**config.mk**
```make
export PLATFORM = sky130hd
export DESIGN_NAME = mod_sched
export DESIGN_NICKNAME = d
export VERILOG_FILES = /design/src/rtl/mod_pkg.sv /design/src/rtl/mod_sched_lfsr.sv /design/src/rtl/mod_sched.sv
export SDC_FILE = /design/constraint.sdc
export NUM_CORES = 1
export LEC_CHECK = 0
export ABC_CLOCK_PERIOD_IN_PS = 3800
export BUFFER_PORTS_ARGS = -buffer_cell sky130_fd_sc_hd__buf_2
export CAP_MARGIN = 10
export CORE_AREA = 2 2 78 80
export CTS_CLUSTER_DIAMETER = 120
export DETAILED_ROUTE_END_ITERATION = 7
export DIE_AREA = 0 0 80 82
export PLACE_DENSITY = 0.89
export SLEW_MARGIN = 20
export SYNTH_ARGS = -nofsm -noshare
export SYNTH_HDL_FRONTEND = slang
export SYNTH_SLANG_ARGS = --single-unit
```
**constraint.sdc**
```tcl
create_clock -name clk -period 3.8 [get_ports clk]
set_input_delay 0.76 -clock clk [delete_from_list [all_inputs] [get_ports clk]]
set_output_delay 0.76 -clock clk [all_outputs]
set_load 0.05 [all_outputs]
```
**src/rtl/mod_pkg.sv**
```systemverilog
// mod_pkg: shared modes, FSM states and LFSR seed for the mod_sched modulator
package mod_pkg;
  typedef enum logic [1:0] {MOD_PASS, MOD_BASK, MOD_BPSK, MOD_FSK} mode_t;
  typedef enum logic [1:0] {IDLE, RUN, DRAIN} state_t;
  localparam logic [4:0] LFSR_SEED = 5'b00001;
endpackage

```
**src/rtl/mod_sched_lfsr.sv**
```systemverilog
// mod_sched_lfsr: 5-bit Fibonacci LFSR (x^5+x^3+1) supplying one data bit per symbol
import mod_pkg::*;
module mod_sched_lfsr (
  input  logic       clk,
  input  logic       rst,
  input  logic       en,
  output logic [4:0] q
);
  // shift right, feedback into bit 4; bit 0 is the applied data bit
  always_ff @(posedge clk or negedge rst)
    if (!rst) q <= LFSR_SEED;
    else if (en) q <= {q[3] ^ q[0], q[4:1]};
endmodule

```
**src/rtl/mod_sched.sv**
```systemverilog
// mod_sched: symbol-scheduled BASK/BPSK/FSK modulator; FSK gated by MOD_SCHED_FSK_EN
import mod_pkg::*;
module mod_sched #(
  parameter int DIN_W = 12,
  parameter int DIV_W = 16
) (
  input  logic             clk,
  input  logic             rst,
  input  logic             start,
  input  logic             stop,
  input  logic [1:0]       mod_sel,
  input  logic [DIV_W-1:0] sym_div,
  input  logic [DIN_W-1:0] car_in,
  input  logic [DIN_W-1:0] car_hi_in,
  output logic [DIN_W-1:0] dout,
  output logic             dout_valid,
  output logic             busy,
  output logic             sym_tick,
  output logic             bit_out
);
  localparam logic [DIN_W-1:0] SMIN = {1'b1, {(DIN_W-1){1'b0}}};
  localparam logic [DIN_W-1:0] SMAX = ~SMIN;
  state_t state, nxt;
  mode_t mode;
  logic [DIV_W-1:0] per, cnt;
  logic [4:0] lfsr;
  logic [DIN_W-1:0] neg, samp;
  assign busy = state != IDLE;
  assign sym_tick = busy && cnt == per - 1'b1;
  assign bit_out = lfsr[0];
  // the final DRAIN tick closes the stream without consuming a new bit
  mod_sched_lfsr u_lfsr (.clk(clk), .rst(rst), .en(sym_tick && state == RUN), .q(lfsr));
  // next state: start leaves IDLE, stop arms DRAIN, DRAIN ends on its tick
  always_comb begin
    nxt = state;
    nxt = state == IDLE ? (start ? RUN : IDLE) :
          state == RUN  ? (stop ? DRAIN : RUN) :
                          (sym_tick ? IDLE : DRAIN);
  end
  // state register
  always_ff @(posedge clk or negedge rst)
    if (!rst) state <= IDLE;
    else state <= nxt;
  // symbol counter and start-time configuration latch
  always_ff @(posedge clk or negedge rst)
    if (!rst) begin
      cnt  <= '0;
      per  <= DIV_W'(1);
      mode <= MOD_PASS;
    end else if (state == IDLE) begin
      cnt <= '0;
      if (start) begin
        mode <= mode_t'(mod_sel);
        per  <= sym_div == '0 ? DIV_W'(1) : sym_div;
      end
    end else cnt <= sym_tick ? '0 : cnt + 1'b1;
  // sample selection with saturating BPSK inversion
  always_comb begin
    neg = car_in == SMIN ? SMAX : -car_in;
    samp = car_in;
`ifdef MOD_SCHED_FSK_EN
    samp = mode == MOD_BASK ? (bit_out ? car_in : '0) :
           mode == MOD_BPSK ? (bit_out ? car_in : neg) :
           mode == MOD_FSK  ? (bit_out ? car_hi_in : car_in) : car_in;
`else
    samp = mode == MOD_BASK ? (bit_out ? car_in : '0) :
           mode == MOD_BPSK ? (bit_out ? car_in : neg) : car_in;
`endif
  end
`ifndef MOD_SCHED_FSK_EN
  logic unused_hi;
  assign unused_hi = ^car_hi_in;
`endif
  // registered output, zero whenever no symbol is in flight
  always_ff @(posedge clk or negedge rst)
    if (!rst) begin
      dout       <= '0;
      dout_valid <= 1'b0;
    end else begin
      dout       <= busy ? samp : '0;
      dout_valid <= busy;
    end
endmodule

```
Yosys cells after proc, flatten, opt, wreduce, memory -nomap -nowiden
Index checks and enable logic that the tools add are counted.

Add/sub/neg operators: 3. $mul: 0. Divide/modulo/power cells: 0. $lt $le $gt $ge: 0. Equality and inequality tests: 5. Shifts and indexed selects: 0. Multiplexer cells: 14. Bitwise gates (word level): 1. Reductions and logical operators: 6.

Operators by type and width (number): 12-bit 2-to-1 mux (6); 16-bit 2-to-1 mux (3); 16-bit by 1-bit adder with 16-bit output (second input constant) (1); 16-bit == test (1); 16-bit zero test (1); 16-bit by 1-bit subtractor with 16-bit output (second input constant) (1); 12-bit == test (second input constant) (1); 12-bit negator (1); 2-bit 2-to-1 mux (4); 2-bit by 1-bit == test with 1-bit output (second input constant) (2); 2-bit == test (second input constant) (1); 1-bit logical AND (2); 2-bit zero test (1); 2-bit AND reduction (1); 2-bit nonzero test (1); 1-bit 2-to-1 mux (1); 1-bit XOR (1).

Flip-flop bits (word level): 54. Latch bits: 0. Bits in writable memories: 0. ROM bits: 0. Bits of input ports: 46. Output and inout port bits: 16. Memories: 0.

Depth between registers and ports, before layout
Gate-level depths: netlist of the first run.

Depth in word-level cells: 6. Mapped depth: 10.

Modules after synthesis
A second synthesis of the first run with hierarchy kept.

Cell total of the unflattened synthesis: 300. Area total of the unflattened synthesis: 2971.6 sq um.

By module, submodules not included: mod_sched (instances 1, cells each 288, area an instance 2782.7 sq um, sequential area each 1227.4 sq um); mod_sched_lfsr (instances 1, cells each 12, area an instance 188.9 sq um, sequential area each 126.4 sq um).

Worst setup path after synthesis of the first run
OpenSTA, ideal clock, no wires.

Path kind: reg2out. Start point: register per[1]. End point: output port sym_tick. Data arrival time: 2693 ps. Data required time: 3040 ps. Slack: 347 ps. Cell stages (with the launch flop): 9. Buffers on the path: 0. Cell sequence: dfrtp_1 > inv_1 > ha_1 > or4b_4 > nor3_2 > o2111ai_1 > or4_4 > nor3_1 > and3_1.

Word-level cells in the longest chain between the ends: 3.

RTL lines: start: declaration (line mod_sched.sv:25) `logic [DIV_W-1:0] per, cnt;`; start signal: assignment (line mod_sched.sv:54) `per <= sym_div == '0 ? DIV_W'(1) : sym_div;`; 16-bit by 1-bit subtractor with 16-bit output (line mod_sched.sv:29) `assign sym_tick = busy && cnt == per - 1'b1;`; 16-bit == test (line mod_sched.sv:29); 1-bit logical AND (line mod_sched.sv:29); end: declaration (line mod_sched.sv:18) `output logic sym_tick,`.

Every way passes these cells.

Final worst setup path of the first run
Same ends and word-level chain as after synthesis.

==> results of run 1 <==
==> metrics by stage <==
| step | total power [W] | setup WS, ns | utilization [%] |
|---|---|---|---|
| after floorplan | 0.00183 | 0.347 | - |
| after global placement | 0.00203 | 0.268 | 57.9 |
| after detailed placement | 0.00209 | 0.197 | 57.9 |
| after CTS | 0.00240 | 0.0188 | 59.5 |
| after global routing | 0.00259 | 0.00365 | 60.1 |
| final | 0.00244 | 0.0472 | 60.1 |
==> timing repair <==
item / 4_1_cts / 5_1_grt
setup buffers: 0 / 1
resized for setup: 3 / 4
setup endpoints to repair: 1 / 1
pin swaps: 0 / 1
hold endpoints to repair: 0 / 0
hold buffers: 0 / 0
==> layer usage <==
metal / vias up / global-route usage, % / share of wire, %
met4: 0 / 8.31 / 1.6
li1: 1156 / - / -
met1: 1247 / 30.7 / 45
met3: 10 / 3.41 / 4.7
met2: 68 / 34.6 / 49
met5: - / 0 / 0
==> final timing paths <==
kind                               end  slack, ns  depth (start not counted)
setup / recovery              sym_tick       0.05                          9
hold / removal                 per[12]       0.40                          1
setup reg to reg               cnt[14]       0.86                          9
hold reg to reg                 cnt[0]       0.52                          1
max in group asynchronous  u_lfsr.q[0]       2.57                          2
min in group clk                cnt[0]       0.52                          1
==> synth_stat cells (all sizes together) (6+ instances only) <==
| library cell | instances | area share (%) |
|---|---|---|
| inv | 8 | 0.99 |
| xnor2 | 14 | 4.1 |
| dfrtp | 52 | 43 |
| nand3 | 13 | 2.1 |
| nor3 | 17 | 3.5 |
| xor2 | 21 | 6.1 |
| a21oi | 11 | 1.8 |
| mux2 | 23 | 9.2 |
| a211oi | 9 | 2.4 |
| clkbuf | 6 | 0.74 |
| and3 | 7 | 1.4 |
| nor2 | 39 | 4.8 |
| nand2 | 12 | 1.5 |
==> report_power, final <==
group / internal (W) / switching [W]
logic: 0.000424 / 0.000729
clock network: 0.000128 / 0.000186
registers: 0.000764 / 0.000203
total: 0.00132 / 0.00112
==> layout make-up <==
class                      count  area [um^2]
fill                         484         2290
multi-input combinational    225         1630
sequential                    54         1350
timing repair buffer          51          267
tap                           75         93.8
clock buffer                   6         72.6
inverter                       8         30.0
clock inverter                 2         10.0
==> kinds of logic after synthesis <==
logic type | after synthesis | share of synthesized area, %
simple gates | 122 | 22.1
flops | 54 | 44.7
compound gates | 40 | 9.47
xor+xnor | 35 | 10.1
mux | 25 | 9.84
buf+inv | 17 | 2.52
fa+ha+maj | 3 | 1.24
==> registers in the layout (all words and copies together) (netlist names) <==
| register | cells |
|---|---|
| state | 2 |
| dout_valid | 1 |
| u_lfsr.q | 5 |
| dout | 12 |
| mode | 2 |
| cnt | 16 |
| per | 16 |
==> flow_summary.json, run 1 <==
{
  "status": "finished, final reports clean",
  "die-area_um2": 6560,
  "grt_max_degree": 33,
  "synth_edf_count": 0,
  "rows": 28,
  "port_buffers": 49,
  "layout_min_cycle_time_ns": 3.75,
  "first_pass_iters": 4,
  "critPathMaxStageDelay_ns": 0.56,
  "first_iter_violations": 172,
  "crit_chain": "inv_1, ha_4, or4b_4, nor3_2, o2111ai_1, or4_4, nor3_2, and3_4, buf_6",
  "drc": 0,
  "async_reset_ff_share_pct": 100,
  "clk-insertion-delay-late_ns": 0.31,
  "synth_flop_cell": "dfrtp_1",
  "period_share_pct": 98.8,
  "setup_viol": 0,
  "fin_nets": 394,
  "syn_area_um2": 3030,
  "hold_violations": 0,
  "ctsHtreeMaxLevel": 2,
  "r2r-start": "per[1]",
  "worstSetupPathType": "flop to output port",
  "syn-num-nets": 345,
  "areaGrowthSynthToFinish_pct": 14.1,
  "core_area_um2": 5750,
  "slew_viol_final": 0,
  "place_congestion": 0.848,
  "antenna_found_initial": 0,
  "hold_path.class": "input pin to asynchronous set/reset pin",
  "drtAntennaViolNets": 0,
  "yosysSeqAreaShare_pct": 44.7,
  "syn_inst": 296,
  "drive_gt1_share_pct": 27.7,
  "slew_headroom_pct": 38.0,
  "clkTransAtPathRegs_ns": 0.10,
  "worst_slew_pin_slew_ns": 0.929,
  "start_kind": "flop",
  "clock_sinks": 54,
  "io_pins": 62,
  "clock.fmax_mhz": 266,
  "cts_tree": "built",
  "placedCellCount": 412,
  "grt_pass1_wl_um": 11000,
  "routed_wl_um": 6840,
  "cts_root_buf": "clkbuf_8",
  "worst-path-buf-inv": 2,
  "antenna_cells": 0,
  "power.leakage_nw": 1.57,
  "required_ns": 3.04,
  "worst_ir_drop_vdd_uv": 419,
  "cts_buffers": 5,
  "power.density_nw_per_um2": 705,
  "critPathCaptureType": "output port",
  "wl_per_cell_um": 16.2,
  "critPathMostFrequentCell": "nor3_2",
  "hpwl_um": 5070,
  "viasPerCell": 5.89,
  "layout_commonest_cell": "dfrtp_1",
  "rsz0062_at_grt": "false",
  "start_util_pct": 52.7,
  "drv_cap": 0,
  "timing.hold.ws_ns": 0.403,
  "yosysWarnings": 0,
  "grt_usage_pct": 21.9,
  "fp.dieW_um": 80,
  "gr-total-overflow": 0,
  "critical_path.top_delay_family": "simple AND/OR/NAND/NOR gates",
  "arrival_ns": 2.99,
  "vias": 2481,
  "placed_area_um2": 3330,
  "grt_pass1_vias": 2296,
  "clock_skew_ns": 0.0133,
  "fin_area_um2": 3450,
  "worstSetupStartpoint": "per[1]",
  "final_cell_mix": "dfrtp_1 (52), buf_2 (48), nor2_1 (39), xor2_1 (21), mux2_2 (16)",
  "cp_max_fo": 8,
  "final_cells": 421,
  "synth_seq_cells": 54,
  "setup-tns-final_ns": 0,
  "die-height_um": 82,
  "clockBufferDepth": 2,
  "synth_cell_types": 55,
  "syn_area_per_cell_um2": 10.2,
  "slowest_stage": "or4_4"
}
Note: power is estimated with default switching activity, not from simulation.
==> run 2: changes to the inputs <==
ABC_AREA = 1   (was unset)
CORE_AREA = 2 2 82 84   (was 2 2 78 80)
DIE_AREA = 0 0 84 86   (was 0 0 80 82)
PLACE_DENSITY = 0.91   (was 0.89)
==> flow_summary.json, run 2 <==
{
  "die-height_um": 86,
  "reg.largest.list": "cnt (16), per (16), dout (12)",
  "cts_buffers": 5,
  "antenna_found_initial": 0,
  "slew_headroom_pct": 39.1,
  "synth_edf_count": 0,
  "async_reset_ff_share_pct": 100,
  "worst_ir_drop_vdd_uv": 450,
  "finalPower_w": 0.00269,
  "fp.dieW_um": 84,
  "nFillCells": 544,
  "power.leakage_nw": 1.98,
  "crit_end": "sym_tick",
  "setup_viol": 0,
  "reg2reg_to": "cnt[0]",
  "viasPerCell": 5.47,
  "cts.hold.buffers_added": 0,
  "ys_top_cells_by_count": "nand2_1 (101), dfrtp_1 (52), inv_1 (52), nor2_1 (42), nand3_1 (30)",
  "yosysSeqAreaShare_pct": 38.1,
  "required_ns": 3.04,
  "vias": 3111,
  "synthAdderAreaFrac_pct": 1.06,
  "final_cell_mix": "nand2_1 (101), inv_1 (52), dfrtp_1 (52), buf_2 (49), nor2_1 (42)",
  "cts_setup_buffers": 0,
  "port_buffers": 49,
  "gr-total-overflow": 0,
  "arrival_ns": 2.49,
  "clock_skew_ns": 0.00605,
  "setup-tns-final_ns": 0,
  "clockBufferDepth": 2,
  "core_area_um2": 6280,
  "worstSetupStartpoint": "per[0]",
  "cts_tree": "built",
  "clock_sinks": 54,
  "critPathCaptureType": "output port",
  "synth-xor-area-share_pct": 7.40,
  "worstSetupPathType": "flop to output port",
  "rows": 29,
  "placedCellCount": 561,
  "cp_max_fo": 6,
  "syn_inst": 441,
  "clk-insertion-delay-late_ns": 0.31,
  "netlist.area_leader.share_pct": 36.7,
  "drtAntennaViolNets": 0,
  "r2r-start": "per[0]",
  "wl_per_cell_um": 13.9,
  "synth-simple-area-share_pct": 35.6,
  "place_congestion": 0.901,
  "hold_path.class": "flop to flop",
  "first_iter_violations": 206,
  "antenna_cells": 0,
  "final_cells": 569,
  "yosysWarnings": 0,
  "worst_slew_pin_slew_ns": 0.913,
  "areaGrowthSynthToFinish_pct": 10.8,
  "power.density_nw_per_um2": 684,
  "syn-num-nets": 490,
  "syn_area_per_cell_um2": 8.05,
  "routed_wl_um": 7910,
  "clkTransAtPathRegs_ns": 0.09,
  "rsz0062_at_grt": "false",
  "drc": 0,
  "grt_pass1_vias": 3175,
  "synthMuxAreaShare_pct": 5.08,
  "layout_min_cycle_time_ns": 3.25,
  "layout_commonest_cell": "nand2_1",
  "clock.fmax_mhz": 308,
  "synth_flop_cell": "dfrtp_1",
  "cts_root_buf": "clkbuf_8",
  "yosys-top-cells-area": "dfrtp_1 (37%), nand2_1 (11%), inv_1 (5.5%), nor2_4 (5.4%), xor2_1 (5.2%)",
  "first_pass_iters": 4,
  "yosysMostFrequentCell": "nand2_1",
  "hold_violations": 0,
  "synth_top_family_by_area": "simple AND/OR/NAND/NOR gates",
  "grt_usage_pct": 23.5,
  "period_share_pct": 85.5,
  "grt_pass1_wl_um": 13900,
  "fin_nets": 540,
  "syn_area_um2": 3550,
  "start_kind": "flop",
  "reg2reg_depth": 11,
  "ctsResizeCount": 0,
  "drv_cap": 0,
  "synth_cell_types": 39,
  "ctsHtreeMaxLevel": 2,
  "yosysTopAreaCell": "dfrtp_1",
  "synth_seq_cells": 54,
  "synth-compound-area-share_pct": 5.39,
  "die-area_um2": 7220,
  "grt_max_degree": 41,
  "start_util_pct": 56.5,
  "io_pins": 62,
  "ff2ff_setup_slack_ns": 1.42,
  "hpwl_um": 6190,
  "drive_gt1_share_pct": 23.8,
  "slew_viol_final": 0,
  "status": "finished, final reports clean"
}
## run 2: changes by cell type in the layout (fill, tap and decap cells not counted), moves of 6 or more
| cell | previous run | this run |
|---|---|---|
| a211oi_1 | 8 | 1 |
| inv_1 | 8 | 52 |
| nand2_1 | 12 | 101 |
| nand2_2 | 0 | 7 |
| nand2_4 | 0 | 6 |
| nand3_1 | 13 | 30 |
| nand4_1 | 2 | 13 |
| nor2_4 | 0 | 17 |
| nor3_1 | 13 | 4 |
| o21ai_0 | 2 | 10 |
## run 2: metrics by stage
stage | worst slack [ns] | instance area (um^2) | utilization [%] | hold slack, ns
2_1_floorplan | 1.08 | 3550 | - | 0.442
3_3_place_gp | 0.983 | 3850 | 61.4 | 0.458
5_1_grt | 0.360 | 3930 | 62.7 | 0.530
3_5_place_dp | 0.919 | 3850 | 61.4 | 0.465
4_1_cts | 0.536 | 3930 | 62.7 | 0.489
6_report | 0.549 | 3930 | 62.7 | 0.487
## run 2: power by group
part           internal [W]  switching (W)  leakage [nW]
Combinational      0.000482       0.000958          1.26
Clock              0.000132       0.000182        0.0395
Sequential         0.000761       0.000178         0.680
## run 2: worst min-delay path by stage
stage                 from  cells past startpoint     endpoint
6_report       u_lfsr.q[2]                      2  u_lfsr.q[2]
5_1_grt        u_lfsr.q[2]                      2  u_lfsr.q[2]
4_1_cts        u_lfsr.q[2]                      2  u_lfsr.q[2]
3_5_place_dp   u_lfsr.q[2]                      2  u_lfsr.q[2]
3_3_place_gp   u_lfsr.q[2]                      2  u_lfsr.q[2]
2_1_floorplan  u_lfsr.q[1]                      2  u_lfsr.q[1]
## run 2: routing by layer
metal / wire length [um] / global-route usage (%) / vias to the layer above
li1: - / - / 1519
met1: 3310 / 28.8 / 1457
met2: 3930 / 41.1 / 111
met3: 408 / 4.33 / 24
met4: 261 / 9.53 / 0
met5: 0 / 0 / -
## run 2: layout make-up
cell class	count	area, um^2	area share (%)
clock buffers	8	80.1	2.04
well taps	77	96.3	2.45
inverters	57	214	5.44
repair buffers	50	253	6.42
multi-input cells	323	1940	49.2
flip-flops and latches	54	1350	34.4
## run 2: kinds of logic after synthesis
kind of cell,count (synthesis)
multiplexers,16
flip-flops,54
adder cells (fa/ha/maj),3
XOR/XNOR,30
buffers and inverters,64
AO/OA/AOI/OAI,31
AND/OR/NAND/NOR,243
## run 2: worst max-delay path: stages, from the launching register on
cell     delay [ns]
dfstp_2        0.54
inv_2          0.06
ha_1           0.30
xnor2_1        0.15
nor2_1         0.12
nand3_1        0.11
nor2_2         0.20
nand3_2        0.12
nor2_4         0.18
nand2_4        0.08
inv_1          0.06
buf_2          0.25
==> run 3: changes to the inputs <==
ABC_CLOCK_PERIOD_IN_PS = unset   (was 3800)
CTS_CLUSTER_SIZE = 40   (was unset)
PLACE_DENSITY = 0.8   (was 0.91)
==> flow_summary.json, run 3 (synthesis results as in run 2) <==
{
  "clkTransAtPathRegs_ns": 0.11,
  "areaGrowthSynthToFinish_pct": 11.4,
  "routed_wl_um": 7860,
  "die-height_um": 86,
  "nFillCells": 561,
  "ctsResizeCount": 0,
  "worst_ir_drop_vdd_uv": 559,
  "grt_max_degree": 34,
  "hold_path.class": "input pin to asynchronous set/reset pin",
  "ctsHtreeMaxLevel": 2,
  "worst-path-buf-inv": 3,
  "rows": 29,
  "worstSetupPathType": "flop to output port",
  "final_cells": 569,
  "swShare_pct": 49.0,
  "first_iter_violations": 161,
  "layout_min_cycle_time_ns": 3.25,
  "slew_viol_final": 0,
  "io_pins": 62,
  "hpwl_um": 6030,
  "clk-insertion-delay-late_ns": 0.32,
  "power.switching_w": 0.00134,
  "status": "finished, final reports clean",
  "grt_pass1_vias": 2760,
  "cp_max_fo": 6,
  "final_cell_mix": "nand2_1 (101), inv_1 (52), dfrtp_1 (52), buf_2 (49), nor2_1 (42)",
  "wl_per_cell_um": 13.8,
  "cts_buffers": 5,
  "place_congestion": 0.958,
  "cts_root_buf": "clkbuf_8",
  "drv_cap": 0,
  "clock_sinks": 54,
  "p_int_w": 0.00139,
  "arrival_ns": 2.49,
  "rsz0062_at_grt": "false",
  "reg.largest.list": "cnt (16), per (16), dout (12)",
  "clock_skew_ns": 0.0138,
  "cts_tree": "built",
  "slew_headroom_pct": 41.3,
  "slowest_stage": "dfstp_2",
  "grt_usage_pct": 22.1,
  "crit_chain": "inv_2, ha_1, xnor2_1, nor2_1, nand3_1, nor2_2, nand3_2, nor2_4, nand2_4, inv_1, buf_2",
  "fin_nets": 540,
  "power.share.clock_pct": 13.0,
  "period_share_pct": 85.5,
  "grt_pass1_wl_um": 12700,
  "drc": 0,
  "worstSetupStartpoint": "per[0]",
  "clockBufferDepth": 2,
  "critical_path.top_delay_family": "simple AND/OR/NAND/NOR gates",
  "gr-total-overflow": 0,
  "timing.hold.ws_ns": 0.505,
  "start_kind": "flop",
  "critPathCaptureType": "output port",
  "ff2ff_setup_slack_ns": 1.44,
  "cts.hold.buffers_added": 0,
  "die-area_um2": 7220,
  "comb_power_share_pct": 52.6,
  "hold_violations": 0,
  "clock.fmax_mhz": 308,
  "power.density_nw_per_um2": 691,
  "required_ns": 3.04,
  "r2r-start": "per[0]",
  "setup-tns-final_ns": 0,
  "port_buffers": 49,
  "placedCellCount": 561,
  "drtAntennaViolNets": 0,
  "setup_viol": 0,
  "antenna_cells": 0,
  "pwr-share-seq_pct": 34.4,
  "start_util_pct": 56.5,
  "antenna_found_initial": 0,
  "vias": 3039,
  "fp.dieW_um": 84,
  "cts_setup_buffers": 0,
  "power.leakage_nw": 1.99,
  "layout_commonest_cell": "nand2_1",
  "core_area_um2": 6280,
  "drive_gt1_share_pct": 24.4,
  "critPathMaxStageDelay_ns": 0.56,
  "worst_slew_pin_slew_ns": 0.878,
  "viasPerCell": 5.34,
  "first_pass_iters": 4
}
## run 3: changes by cell type in the layout (fill, tap and decap cells not counted)
cell / before / now
clkinvlp_4: 0 / 1
clkbuf_8: 5 / 6
inv_6: 0 / 1
clkbuf_1: 3 / 0
## run 3: stage by stage
step	utilization [%]	cell area, um^2	setup WS, ns	power (W)
2_1_floorplan	-	3550	1.08	0.00208
3_3_place_gp	61.4	3850	0.942	0.00233
3_5_place_dp	61.4	3850	0.898	0.00238
4_1_cts	63.0	3950	0.534	0.00274
5_1_grt	63.0	3950	0.382	0.00293
6_report	63.0	3950	0.551	0.00273
## run 3: final timing paths
path                          endpoint  cells after the start
setup / recovery              sym_tick                     11
hold / removal                 dout[6]                      1
setup reg to reg                cnt[1]                     11
hold reg to reg            u_lfsr.q[4]                      2
max in group asynchronous  u_lfsr.q[0]                      2
min in group clk           u_lfsr.q[4]                      2
## run 3: power by group through the flow
stage / registers [W] / clock network, W / logic [W]
2_1_floorplan: 0.00111 / 0 / 0.000967
3_3_place_gp: 0.000939 / 0 / 0.00140
3_5_place_dp: 0.000949 / 0 / 0.00143
4_1_cts: 0.000938 / 0.000362 / 0.00144
5_1_grt: 0.000962 / 0.000383 / 0.00158
6_report: 0.000939 / 0.000355 / 0.00144
## run 3: worst reg2reg max path, stage by stage, from the launching register on
cell and delay (ns):
dfstp_2 0.56, inv_2 0.07, ha_1 0.31, xnor2_1 0.15
nor2_1 0.14, nand3_1 0.10, nor2_2 0.16, nand3_2 0.12
nor2_4 0.17, nand2_4 0.08, nand2_4 0.29, nor2_1 0.09
## run 3: area by class of cell
cell class | count | area, um^2 | share of cell area (%)
clock buffer | 6 | 82.6 | 2.09
clock inverter | 2 | 16.3 | 0.412
inverter | 57 | 214 | 5.41
tap | 77 | 96.3 | 2.44
sequential | 54 | 1350 | 34.3
multi-input combinational | 323 | 1940 | 49.0
timing repair buffer | 50 | 253 | 6.39
## run 3: routing by layer
metal	up-vias	global-route usage (%)	wire length [um]
met4	0	6.60	80
met5	-	0	0
met2	79	36.8	3740
li1	1521	-	-
met3	6	4.23	423
met1	1433	29.4	3620
